===== src/rtl/bram_rd_port.sv =====
`default_nettype none
// ============================================================================
//  Module   : bram_rd_port
//  Purpose  : Read-side front end for the cache's simple dual-port BRAM.
//             Registered, back-pressurable read responses. When
//             BRAM_RD_FWD_EN is defined, port-A byte writes are merged
//             into reads that are still in flight.
//  Revision : 1.0 - initial release
// ============================================================================
module bram_rd_port #(
    parameter int LEN_DATA  = 32,
    parameter int LEN_ADDR  = 8,
    parameter int byteWidth = 8
) (
    input  logic                          clk,
    input  logic                          resetn,
    input  logic                          req_valid,
    output logic                          req_ready,
    input  logic [LEN_ADDR-1:0]           req_addr,
    output logic                          resp_valid,
    input  logic                          resp_ready,
    output logic [LEN_DATA-1:0]           resp_data,
    input  logic                          wr_en,
    input  logic [LEN_DATA/byteWidth-1:0] wr_we,
    input  logic [LEN_ADDR-1:0]           wr_addr,
    input  logic [LEN_DATA-1:0]           wr_data,
    output logic                          bram_ena,
    output logic [LEN_DATA/byteWidth-1:0] bram_wea,
    output logic [LEN_ADDR-1:0]           bram_addra,
    output logic [LEN_DATA-1:0]           bram_dina,
    output logic                          bram_enb,
    output logic [LEN_ADDR-1:0]           bram_addrb,
    input  logic [LEN_DATA-1:0]           bram_doutb
);

    localparam int NB = LEN_DATA / byteWidth;

    logic                p_valid_q, p_valid_d;
    logic                o_valid_q, o_valid_d;
    logic [LEN_DATA-1:0] o_data_q,  o_data_d;
    logic                p_move;
    logic                accept;

`ifdef BRAM_RD_FWD_EN
    logic [LEN_ADDR-1:0] p_addr_q, p_addr_d;
    logic [LEN_ADDR-1:0] o_addr_q, o_addr_d;
    logic [NB-1:0]       p_mask_q, p_mask_d;
    logic [LEN_DATA-1:0] p_fwd_q,  p_fwd_d;
    logic                wr_hit_req, wr_hit_p, wr_hit_o;

    assign wr_hit_req = wr_en && (wr_addr == req_addr);
    assign wr_hit_p   = wr_en && (wr_addr == p_addr_q);
    assign wr_hit_o   = wr_en && (wr_addr == o_addr_q);
`endif

    // Port A traffic is only observed here, never gated.
    assign bram_ena   = wr_en;
    assign bram_wea   = wr_we;
    assign bram_addra = wr_addr;
    assign bram_dina  = wr_data;

    assign p_move     = p_valid_q && (!o_valid_q || resp_ready);
    assign req_ready  = !p_valid_q || p_move;
    assign accept     = req_valid && req_ready;
    assign bram_enb   = accept;
    assign bram_addrb = req_addr;
    assign resp_valid = o_valid_q;
    assign resp_data  = o_data_q;

    // Stage P: read in flight, doutb for it is held by the array.
    always_comb begin
        p_valid_d = p_valid_q;
        if (accept)
            p_valid_d = 1'b1;
        else if (p_move)
            p_valid_d = 1'b0;
`ifdef BRAM_RD_FWD_EN
        p_addr_d = p_addr_q;
        p_mask_d = p_mask_q;
        p_fwd_d  = p_fwd_q;
        if (accept) begin
            // Same-edge collision: the array returns pre-write data.
            p_addr_d = req_addr;
            p_mask_d = '0;
            p_fwd_d  = '0;
            if (wr_hit_req) begin
                p_mask_d = wr_we;
                for (int b = 0; b < NB; b++)
                    if (wr_we[b])
                        p_fwd_d[b*byteWidth +: byteWidth] = wr_data[b*byteWidth +: byteWidth];
            end
        end else if (p_move) begin
            p_mask_d = '0;
            p_fwd_d  = '0;
        end else if (p_valid_q && wr_hit_p) begin
            p_mask_d = p_mask_q | wr_we;
            for (int b = 0; b < NB; b++)
                if (wr_we[b])
                    p_fwd_d[b*byteWidth +: byteWidth] = wr_data[b*byteWidth +: byteWidth];
        end
`endif
    end

    // Stage O: output register.
    always_comb begin
        o_valid_d = o_valid_q;
        o_data_d  = o_data_q;
`ifdef BRAM_RD_FWD_EN
        o_addr_d  = o_addr_q;
`endif
        if (p_move) begin
            o_valid_d = 1'b1;
`ifdef BRAM_RD_FWD_EN
            o_addr_d  = p_addr_q;
            // Priority: write this cycle, then captured writes, then array.
            for (int b = 0; b < NB; b++) begin
                if (wr_hit_p && wr_we[b])
                    o_data_d[b*byteWidth +: byteWidth] = wr_data[b*byteWidth +: byteWidth];
                else if (p_mask_q[b])
                    o_data_d[b*byteWidth +: byteWidth] = p_fwd_q[b*byteWidth +: byteWidth];
                else
                    o_data_d[b*byteWidth +: byteWidth] = bram_doutb[b*byteWidth +: byteWidth];
            end
`else
            o_data_d  = bram_doutb;
`endif
        end else if (resp_ready) begin
            o_valid_d = 1'b0;
        end
`ifdef BRAM_RD_FWD_EN
        else if (o_valid_q && wr_hit_o) begin
            for (int b = 0; b < NB; b++)
                if (wr_we[b])
                    o_data_d[b*byteWidth +: byteWidth] = wr_data[b*byteWidth +: byteWidth];
        end
`endif
    end

    always_ff @(posedge clk or negedge resetn) begin
        if (!resetn) begin
            p_valid_q <= 1'b0;
            o_valid_q <= 1'b0;
            o_data_q  <= '0;
`ifdef BRAM_RD_FWD_EN
            p_addr_q  <= '0;
            o_addr_q  <= '0;
            p_mask_q  <= '0;
            p_fwd_q   <= '0;
`endif
        end else begin
            p_valid_q <= p_valid_d;
            o_valid_q <= o_valid_d;
            o_data_q  <= o_data_d;
`ifdef BRAM_RD_FWD_EN
            p_addr_q  <= p_addr_d;
            o_addr_q  <= o_addr_d;
            p_mask_q  <= p_mask_d;
            p_fwd_q   <= p_fwd_d;
`endif
        end
    end

endmodule
`default_nettype wire

===== config.mk =====
export PLATFORM = sky130hd
export DESIGN_NAME = bram_rd_port
export DESIGN_NICKNAME = d
export VERILOG_FILES = /design/src/rtl/bram_rd_port.sv
export SDC_FILE = /design/constraint.sdc
export NUM_CORES = 1
export LEC_CHECK = 0
export ABC_AREA = 1
export BUFFER_PORTS_ARGS = -buffer_cell sky130_fd_sc_hd__buf_4
export CORE_ASPECT_RATIO = 1.75
export CORE_MARGIN = 5
export CORE_UTILIZATION = 37
export CTS_BUF_LIST = sky130_fd_sc_hd__clkbuf_8
export DETAILED_ROUTE_END_ITERATION = 10
export GPL_ROUTABILITY_DRIVEN = 0
export GPL_TIMING_DRIVEN = 0
export PLACE_DENSITY = 0.85
export SLEW_MARGIN = 30
export SYNTH_ARGS = -nofsm -noshare
export SYNTH_HDL_FRONTEND = slang
export SYNTH_SLANG_ARGS = --single-unit
export TNS_END_PERCENT = 10

===== constraint.sdc =====
create_clock -name clk -period 1 [get_ports clk]
set_input_delay 0.1 -clock clk [delete_from_list [all_inputs] [get_ports clk]]
set_output_delay 0.1 -clock clk [all_outputs]
set_load 0.01 [all_outputs]

==> out/results.ini <==
[clock_tree]
clockBufferDepth = 2
cts_buffers = 5
cts_sinks = 34
clk_latency_ns = 0.28
cts-root-buf = clkbuf_8
clk_pin_slew_worst_paths_ns = 0.07
clock_tree.htree_level_count = 2
tritoncts = built

[synthesis]
synth_top_area_share_pct = 48.1
synth_most_common_cell = nand2_1
synth.avg_cell_area_um2 = 8.80
synth.area.top_cells = dfrtp_1 (48%), buf_4 (23%), nand2_1 (14%)
yosys_warnings = 0
synth_top_cell_by_area = dfrtp_1
postSynthCellCount = 201
syn-cell-area_um2 = 1770
syn-num-nets = 290
yosysUniqueCellTypes = 8
synthTopCellsByCount = nand2_1 (67), buf_4 (55), dfrtp_1 (34)
synthFlopType = dfrtp_1
synth_edf_count = 0
ys_seq_area_share_pct = 48.1
ys_ff_latch = 34
async_reset_ff_share_pct = 100

[outcome]
status = complete, but fails checks
violations = setup timing

[grt]
grt_max_degree = 35
grt_pass1_vias = 1864
grt-ovfl-total = 0
grt_pass1_wl_um = 8940
track_usage_pct = 17.5
antenna_found_initial = 0

[sta]
fin_crit_sh_pct = 111
period_minus_slack_ns = 1.11
worst_pin_slew_ns = 0.448
max_freq_ghz = 0.899
skew_ns = 0.00611
drv_slew = 0
relSlewSlack_pct = 70.1
fin_ws_ns = -0.112
rsz0062_at_grt = yes
setup_viol = 33
final_hold_viol_count = 0
timing.setup.tns_ns = -2.50

[finish]
antenna_cells = 0
final_nets = 427
regArea_um2 = 852
layout-drive-gt1-share_pct = 61.9
syn2layout_area_growth_pct = 70.0
multi_input_area_um2 = 492
nFillCells = 433

[power]
p_sw_mw = 1.63
seqPwrFrac_pct = 37.3
irDropWorstVdd_mv = 1.02
p_per_area_nw_per_um2 = 1730
pwr-share-comb_pct = 39.6
p_clk_share_pct = 23.1
p_sw_share_pct = 31.3
intPower_mw = 3.57
p_leak_nw = 1.73

[drt]
drtIter0Drc = 42
viasPerCell = 4.47
final_antenna_net_count = 0
met1Wirelength_um = 1860
met3_length_um = 664
remaining_drc_errors = 0
vias = 1749
wl_met2_um = 2980
wire_per_inst_um = 14.3
drt_first_pass_iters = 4
routed.top_layer = met4
wirelength_um = 5610

[worst_setup_path]
end_kind = output port
reg2reg_slack_ns = -0.11
max_stage_delay_ns = 0.39
r2r_start = resp_valid
cp.arrival_ns = 1.01
path_delay_family = flip-flops
cp-startpoint = p_valid_q
required_ns = 0.90
slowest_stage = dfrtp_1
critical_path_peak_fanout = 3
crit_path_start_kind = flop
reg2reg_depth = 6
crit_buf_inv = 2
critPathKind = flop to output port
r2r_end = resp_data[5]
crit_chain = nand3_4 > nand2_4 > inv_2 > buf_6

[place]
dpl_worst_slack_ns = -0.0517
io_buffers = 123
hpwl_um = 4530

[floorplanning]
fp.dieW_um = 62.3
initial_utilization_pct = 37.9
die_area_um2 = 6320
die_h_um = 101
io_pins = 177
core_um2 = 4670
std_cell_rows = 33

[min_path]
holdCritStartpoint = bram_doutb[17]
whs_endpoint = resp_data[17]
hold_class = input pin to flop
holdPathStages = 3

[flow_run]
maxCapViolCount = 0

how the worst max path moves through the flow:
stage	slack [ns]	to	depth (start not counted)
floorplan	0.05	resp_data[0]	5
global placement	0.008	bram_enb	5
detailed placement	-0.05	resp_data[5]	4
CTS	-0.17	bram_enb	5
global route	-0.19	bram_enb	4
finish	-0.11	bram_enb	4
per-layer routing:
metal	up-vias	global-route usage, %
met5	-	0
met4	0	7.03
met3	8	7.88
met2	127	30.7
met1	768	18.0
li1	846	-
power groups by stage:
stage                     clock network [mW]  registers (mW)  logic, mW
after floorplan                            0            2.09      0.735
after global placement                     0            1.92       1.88
after detailed placement                   0            1.95       1.92
after CTS                               1.23            1.92       2.06
after global routing                    1.30            1.99       2.26
final                                   1.20            1.94       2.05
registers in the layout (all words and copies together) (netlist names):
name,count
resp_data,32
p_valid_q,1
resp_valid,1
cell usage in the layout, fill, tap and decap left out:
| cell | synthesis | final |
|---|---|---|
| buf_4 | 55 | 184 |
| buf_6 | 3 | 7 |
| buf_8 | 0 | 1 |
| bufinv_16 | 0 | 1 |
| clkbuf_8 | 0 | 5 |
| dfrtp_1 | 34 | 33 |
| dfrtp_2 | 0 | 1 |
| dlygate4sd3_1 | 0 | 1 |
| inv_1 | 2 | 3 |
| inv_2 | 0 | 1 |
| nand2_1 | 67 | 60 |
| nand2_2 | 0 | 6 |
| nand2_4 | 2 | 1 |
| nand2_8 | 0 | 2 |
| nand3_1 | 33 | 32 |
| nand3_4 | 0 | 1 |
logic make-up after synthesis:
logic type / after synthesis / synth area share, %
flip-flops: 34 / 48.1
buffers and inverters: 65 / 27.1
AND/OR/NAND/NOR: 102 / 24.8
cell type report:
| class | instances | area share (%) |
|---|---|---|
| tap | 52 | 2.16 |
| sequential | 34 | 28.3 |
| multi-input combinational | 102 | 16.3 |
| timing repair buffer | 131 | 33.3 |
| buffer | 62 | 16.1 |
| clock inverter | 3 | 1.25 |
| inverter | 2 | 0.250 |
| clock buffer | 5 | 2.29 |
what timing repair did:
action | in CTS | in global routing
gates cloned | 1 | 0
buffers inserted | 4 | 2
pin swaps | 1 | 2
hold buffers | 1 | 0
endpoints found under the setup margin | 31 | 36
endpoints found under the hold margin | 34 | 0
resized for setup | 16 | 11
worst reg2reg max path, cell delays in order, from the launching register on:
cell	delay, ns
dfrtp_2	0.43
buf_6	0.13
nand2_8	0.09
nand2_8	0.08
buf_6	0.14
nand2_1	0.07
nand2_1	0.06
through the flow:
stage	utilization (%)	cells	total power [mW]	hold WS [ns]	instance area (um^2)
after floorplan	-	201	2.83	-0.196	1770
after global placement	59.1	376	3.80	0.0726	2760
after detailed placement	59.1	376	3.87	0.0775	2760
after CTS	63.7	390	5.21	0.0314	2970
after global routing	64.5	391	5.55	0.0430	3010
final	64.5	391	5.19	0.0465	3010
No activity file was read; power rests on OpenSTA's default activity.
